$ cat src/rtl/uart_trig_rx.sv
// 8N1 UART receiver with a one-cycle capture trigger strobe.
// Optional UART_TRIG_CMD_FILTER_EN: trig fires only on TRIG_BYTE instead of on every good byte.
module uart_trig_rx #(
    parameter int unsigned sym_cnt   = 40000,
    parameter int unsigned SCW       = $clog2(sym_cnt)
`ifdef UART_TRIG_CMD_FILTER_EN
    ,
    parameter logic [7:0]  TRIG_BYTE = 8'h44
`endif
) (
    input  logic       clk,
    input  logic       rst,
    input  logic       rx_serial,
    output logic [7:0] rx_dat,
    output logic       rx_valid,
    output logic       rx_frame_err,
    output logic       trig,
    output logic       rx_busy
);

    localparam logic [SCW-1:0] HALF_M1 = SCW'(sym_cnt / 2 - 1);
    localparam logic [SCW-1:0] FULL_M1 = SCW'(sym_cnt - 1);

    typedef enum logic [2:0] {
        S_IDLE  = 3'd0,
        S_START = 3'd1,
        S_DATA  = 3'd2,
        S_STOP  = 3'd3,
        S_BREAK = 3'd4
    } state_t;

    state_t         state_q, state_d;
    logic           sync1_q, sync1_d;
    logic           rxs_q, rxs_d;
    logic [SCW-1:0] cnt_q, cnt_d;
    logic [2:0]     bit_idx_q, bit_idx_d;
    logic [7:0]     shift_q, shift_d;
    logic [7:0]     rx_dat_q, rx_dat_d;
    logic           rx_valid_q, rx_valid_d;
    logic           rx_frame_err_q, rx_frame_err_d;
    logic           trig_q, trig_d;
    logic           rx_busy_q, rx_busy_d;
    logic           accept;

    // Next-state, datapath and strobe computation.
    always_comb begin
        state_d        = state_q;
        sync1_d        = rx_serial;
        rxs_d          = sync1_q;
        cnt_d          = cnt_q;
        bit_idx_d      = bit_idx_q;
        shift_d        = shift_q;
        rx_dat_d       = rx_dat_q;
        rx_valid_d     = 1'b0;
        rx_frame_err_d = 1'b0;
        accept         = 1'b0;

        case (state_q)
            S_IDLE: begin
                cnt_d = '0;
                if (!rxs_q) state_d = S_START;
            end
            S_START: begin
                // Half-bit wait lands the data samples at bit centres.
                if (cnt_q == HALF_M1) begin
                    cnt_d = '0;
                    if (rxs_q) begin
                        state_d = S_IDLE;
                    end else begin
                        bit_idx_d = '0;
                        state_d   = S_DATA;
                    end
                end else begin
                    cnt_d = cnt_q + SCW'(1);
                end
            end
            S_DATA: begin
                if (cnt_q == FULL_M1) begin
                    shift_d   = {rxs_q, shift_q[7:1]};
                    cnt_d     = '0;
                    bit_idx_d = bit_idx_q + 3'(1);
                    if (bit_idx_q == 3'd7) state_d = S_STOP;
                end else begin
                    cnt_d = cnt_q + SCW'(1);
                end
            end
            S_STOP: begin
                if (cnt_q == FULL_M1) begin
                    cnt_d = '0;
                    if (rxs_q) begin
                        accept     = 1'b1;
                        rx_dat_d   = shift_q;
                        rx_valid_d = 1'b1;
                        state_d    = S_IDLE;
                    end else begin
                        rx_frame_err_d = 1'b1;
                        state_d        = S_BREAK;
                    end
                end else begin
                    cnt_d = cnt_q + SCW'(1);
                end
            end
            S_BREAK: begin
                cnt_d = '0;
                if (rxs_q) state_d = S_IDLE;
            end
            default: begin
                cnt_d   = '0;
                state_d = S_IDLE;
            end
        endcase

`ifdef UART_TRIG_CMD_FILTER_EN
        trig_d = accept && (shift_q == TRIG_BYTE);
`else
        trig_d = accept;
`endif
        rx_busy_d = (state_d != S_IDLE);
    end

    // State and output registers; synchroniser resets to the idle line level.
    always_ff @(posedge clk) begin
        if (!rst) begin
            state_q        <= S_IDLE;
            sync1_q        <= 1'b1;
            rxs_q          <= 1'b1;
            cnt_q          <= '0;
            bit_idx_q      <= '0;
            shift_q        <= '0;
            rx_dat_q       <= '0;
            rx_valid_q     <= 1'b0;
            rx_frame_err_q <= 1'b0;
            trig_q         <= 1'b0;
            rx_busy_q      <= 1'b0;
        end else begin
            state_q        <= state_d;
            sync1_q        <= sync1_d;
            rxs_q          <= rxs_d;
            cnt_q          <= cnt_d;
            bit_idx_q      <= bit_idx_d;
            shift_q        <= shift_d;
            rx_dat_q       <= rx_dat_d;
            rx_valid_q     <= rx_valid_d;
            rx_frame_err_q <= rx_frame_err_d;
            trig_q         <= trig_d;
            rx_busy_q      <= rx_busy_d;
        end
    end

    assign rx_dat       = rx_dat_q;
    assign rx_valid     = rx_valid_q;
    assign rx_frame_err = rx_frame_err_q;
    assign trig         = trig_q;
    assign rx_busy      = rx_busy_q;

endmodule

$ cat config.mk
export PLATFORM = sky130hd
export DESIGN_NAME = uart_trig_rx
export DESIGN_NICKNAME = d
export VERILOG_FILES = /design/src/rtl/uart_trig_rx.sv
export SDC_FILE = /design/constraint.sdc
export NUM_CORES = 1
export LEC_CHECK = 0
export ABC_AREA = 0
export BUFFER_PORTS_ARGS = -buffer_cell sky130_fd_sc_hd__buf_2
export CELL_PAD_IN_SITES_DETAIL_PLACEMENT = 1
export CELL_PAD_IN_SITES_GLOBAL_PLACEMENT = 2
export CORE_ASPECT_RATIO = 0.5
export CORE_UTILIZATION = 37
export DETAILED_ROUTE_END_ITERATION = 16
export PLACE_DENSITY = 0.75
export SETUP_SLACK_MARGIN = 0.15
export SYNTH_ARGS = -nofsm -noshare
export SYNTH_HDL_FRONTEND = slang
export SYNTH_SLANG_ARGS = --single-unit
$ cat constraint.sdc
create_clock -name clk -period 2.3 [get_ports clk]
set_input_delay 0.46 -clock clk [delete_from_list [all_inputs] [get_ports clk]]
set_output_delay 0.46 -clock clk [all_outputs]
set_load 0.03 [all_outputs]
==> metrics.txt <==
clock tree from TritonCTS=done; run status=finished, final reports clean; total via count after detailed routing=1453; Final Hold Viols=0; Final GP Congestion=0.7022; post-synthesis async set-or-reset flop share=0%; cts bufs inserted=5; core utilization of the finished layout=47.25%; final critical-path share of the clock period=93.51%; peak clock frequency supported by timing=465.0 MHz; die outline area=0.005480 sq mm; Endpoint, Worst Hold=rxs_d$_SDFF_PN1_; arrival time of the worst setup path=2.34 ns; leakage=0.9130 nW; post-synth top area cell=sky130_fd_sc_hd__dfxtp_1; overflow left after global routing=0; dominant synthesized flop cell=sky130_fd_sc_hd__dfxtp_1; Post-layout nets=232; H-tree depth reported by CTS=2; number of unique standard cell types used by synthesis=39; final count of negative-setup-slack endpoints=0; number of antenna violations at the first check in global routing=0; top cells by area in the synthesized netlist=sky130_fd_sc_hd__dfxtp_1 45%, sky130_fd_sc_hd__mux2i_1 8.9%, sky130_fd_sc_hd__nor2b_1 5.6%; number of synthesized flops with an enable pin=0; mean area per synthesized cell=9.811 sq um; clock slew at the register clock pins of the worst setup and hold paths=0.09 ns; CP Max Fanout=5; top cell family by delay on the critical path=simple AND/OR/NAND/NOR gates; combined buffer and inverter count along the critical path=1; Peak supply drop=0.2690 mV; Mapped Nets=201; TritonRoute pass-1 iters=4; Worst setup EP type=flip-flop; post-detailed-route wirelength per cell=13.78 microns; Cells after Synth=195; overall fraction of global-route tracks in use=16.03%; floorplan row count=18; crit-path cells=or4bb_4 > nor4_4 > buf_4 > mux2i_1 > o22ai_1 > or3_1; Hold Buf Count CTS=0; maximum number of pins on one net before global-route repair=29; clock sink total=43; number of max-slew violations in the final report=0; post-placement worst setup slack=0.03215 ns; synth warn=0; Crit Reg-Reg Startpoint=cnt_q[14]$_SDFF_PN0_; R2R depth=6; Final Routed Wirelength=4092 microns; top cell type's share of synthesized area=45.00%; initial standard-cell utilization of the core=38.61%; fraction of final layout cells with drive strength greater than 1=26.87%; Horiz. Die Dim=103.7 microns; final worst-path setup slack=0.1492 ns; count of buffers inserted at the top-level ports=14; clock skew after layout=0.003996 ns; Post-DP HPWL=2773 microns; setup TNS after final layout=0 ns; type of the worst min-delay path=primary input to flip-flop; power per standard cell area=548.3 mW/mm^2; worst-case register-to-register setup slack=0.15 ns; antenna diode instance count=0; relative slew slack=68.13%; source-to-sink clock delay at the later pin of the worst-skew pair=0.30 ns; Root Buffer Master=sky130_fd_sc_hd__clkbuf_8; critical path start-end classification=flip-flop to flip-flop; RSZ-0062 raised after global routing=yes; delay contributed by the slowest stage of the critical path=0.55 ns; number of maximum-capacitance violations=0; buffers from clock root to sink, at most=2; placed instance count=282; number of storage elements in the synthesis netlist=43; core outline area=0.004955 sq mm; DRC viols=0; final std cells w/o fill=297; Min-Delay Path Depth=2; post-synthesis instance area=0.001913 sq mm; Ports=15; sequential area share after synthesis=45.00%; first-pass GRT wire length=6658 microns; remaining antenna violation count=0; Area Growth Syn to Fin=22.37%; reg2reg end=rx_busy$_SDFF_PN0_; worst slew pin tran=0.4780 ns; DRT iter0 DRCs=24; launch instance of the worst min-delay path=rx_serial; critical path startpoint category=flip-flop; worst-path cell with the longest stage delay=sky130_fd_sc_hd__or4bb_4; required time of the worst setup path=2.49 ns; post-layout minimum cycle time=2.151 ns; vias in the first global route=1411; Chip Height=52.85 microns; detailed-route vias per instance=4.892
Yosys cell counts, drive strengths merged, types with 4 or more instances:
library cell / n
dfxtp: 43
nor2: 23
mux2i: 17
nor2b: 17
nand2: 8
xor2: 8
clkbuf: 6
nand3b: 6
nand4: 6
xnor2: 6
nand3: 5
and4: 4
inv: 4
nand2b: 4
worst register-to-register path: cells and delay by family, from the launching register on:
kind | cells | cell delay, ns
AND/OR/NAND/NOR | 3 | 1.20
flip-flops | 1 | 0.37
buffers and inverters | 1 | 0.19
multiplexers | 1 | 0.17
AO/OA/AOI/OAI | 1 | 0.11
cells in the final DEF (no fill, tap or decap), types with 3 or more instances in the layout:
master	netlist	layout
sky130_fd_sc_hd__buf_4	2	17
sky130_fd_sc_hd__dfxtp_2	0	3
sky130_fd_sc_hd__xor2_1	8	8
sky130_fd_sc_hd__buf_2	1	14
sky130_fd_sc_hd__o21ai_0	3	3
sky130_fd_sc_hd__nand2b_1	4	4
sky130_fd_sc_hd__nand4_1	6	6
sky130_fd_sc_hd__inv_1	4	4
sky130_fd_sc_hd__nor2_1	23	23
sky130_fd_sc_hd__dfxtp_1	43	38
sky130_fd_sc_hd__nand2_1	8	8
sky130_fd_sc_hd__mux2i_1	17	16
sky130_fd_sc_hd__clkbuf_8	0	5
sky130_fd_sc_hd__nand3_1	4	4
sky130_fd_sc_hd__xnor2_1	6	6
sky130_fd_sc_hd__and4_1	4	4
sky130_fd_sc_hd__and3_1	3	3
sky130_fd_sc_hd__nand3b_1	5	5
sky130_fd_sc_hd__nor2b_1	17	17
worst max-delay path by stage:
stage | start | end | cells past startpoint
floorplan | cnt_q[5]$_SDFF_PN0_ | cnt_q[11]$_SDFF_PN0_ | 7
global placement | cnt_q[0]$_SDFF_PN0_ | rx_busy$_SDFF_PN0_ | 6
detailed placement | cnt_q[0]$_SDFF_PN0_ | bit_idx_q[0]$_SDFFE_PN0P_ | 6
CTS | cnt_q[7]$_SDFF_PN0_ | shift_q[0]$_SDFFE_PN0P_ | 7
global route | cnt_q[14]$_SDFF_PN0_ | rx_busy$_SDFF_PN0_ | 6
finish | cnt_q[14]$_SDFF_PN0_ | rx_busy$_SDFF_PN0_ | 6
per-stage QoR:
stage               hold slack [ns]  cell area, sq um  power [mW]
detailed placement           0.3971              2131      0.7979
global placement             0.3926              2131      0.7978
CTS                          0.3340              2260       1.303
floorplan                    0.3863              1913      0.7890
global route                 0.3529              2341       1.338
finish                       0.3455              2341       1.284
logic make-up (layout without fill, tap and decap cells):
| logic type | Yosys count | count (layout) | share of synthesized area (%) |
|---|---|---|---|
| AND/OR/NAND/NOR | 95 | 96 | 31.07 |
| flip-flops | 43 | 43 | 45.00 |
| multiplexers | 17 | 17 | 8.895 |
| XOR/XNOR | 14 | 14 | 6.410 |
| buffers and inverters | 13 | 44 | 3.008 |
| AO/OA/AOI/OAI | 10 | 10 | 3.662 |
| adder cells (fa/ha/maj) | 3 | 3 | 1.962 |
metal layers:
metal,wire length (microns),track usage [%],vias up,share of wire [%]
li1,-,-,735,-
met1,1997,18.24,699,49
met2,1930,29.31,13,47
met3,119,4.224,6,2.9
met4,45,7.143,0,1.1
met5,0,0,-,0
area by class of cell:
cell class / count / area, sq um
flip-flops and latches: 43 / 872.1
well taps: 70 / 87.58
clock inverters: 3 / 25.02
clock buffers: 5 / 68.82
repair buffers: 32 / 217.7
multi-input cells: 140 / 1055
inverters: 4 / 15.01
fillers: 590 / 2614
state kept, by name, indices dropped and copies added (netlist names), 3 cells and up:
name,flops
cnt_q,16
rx_dat,8
shift_q,8
bit_idx_q,3
state_q,3
repair_timing:
| item | in CTS | in global routing |
|---|---|---|
| gates cloned | 0 | 1 |
| gates resized for setup | 6 | 10 |
| buffers inserted | 2 | 4 |
| setup endpoints to repair | 28 | 35 |
| pin swaps | 4 | 2 |
where the power goes:
group          switching [mW]  internal (mW)  total [mW]
combinational          0.0204         0.0146      0.0350
sequential            0.00178          0.745       0.747
clock                   0.284          0.217       0.502
Power figures use the tool's default switching activity.
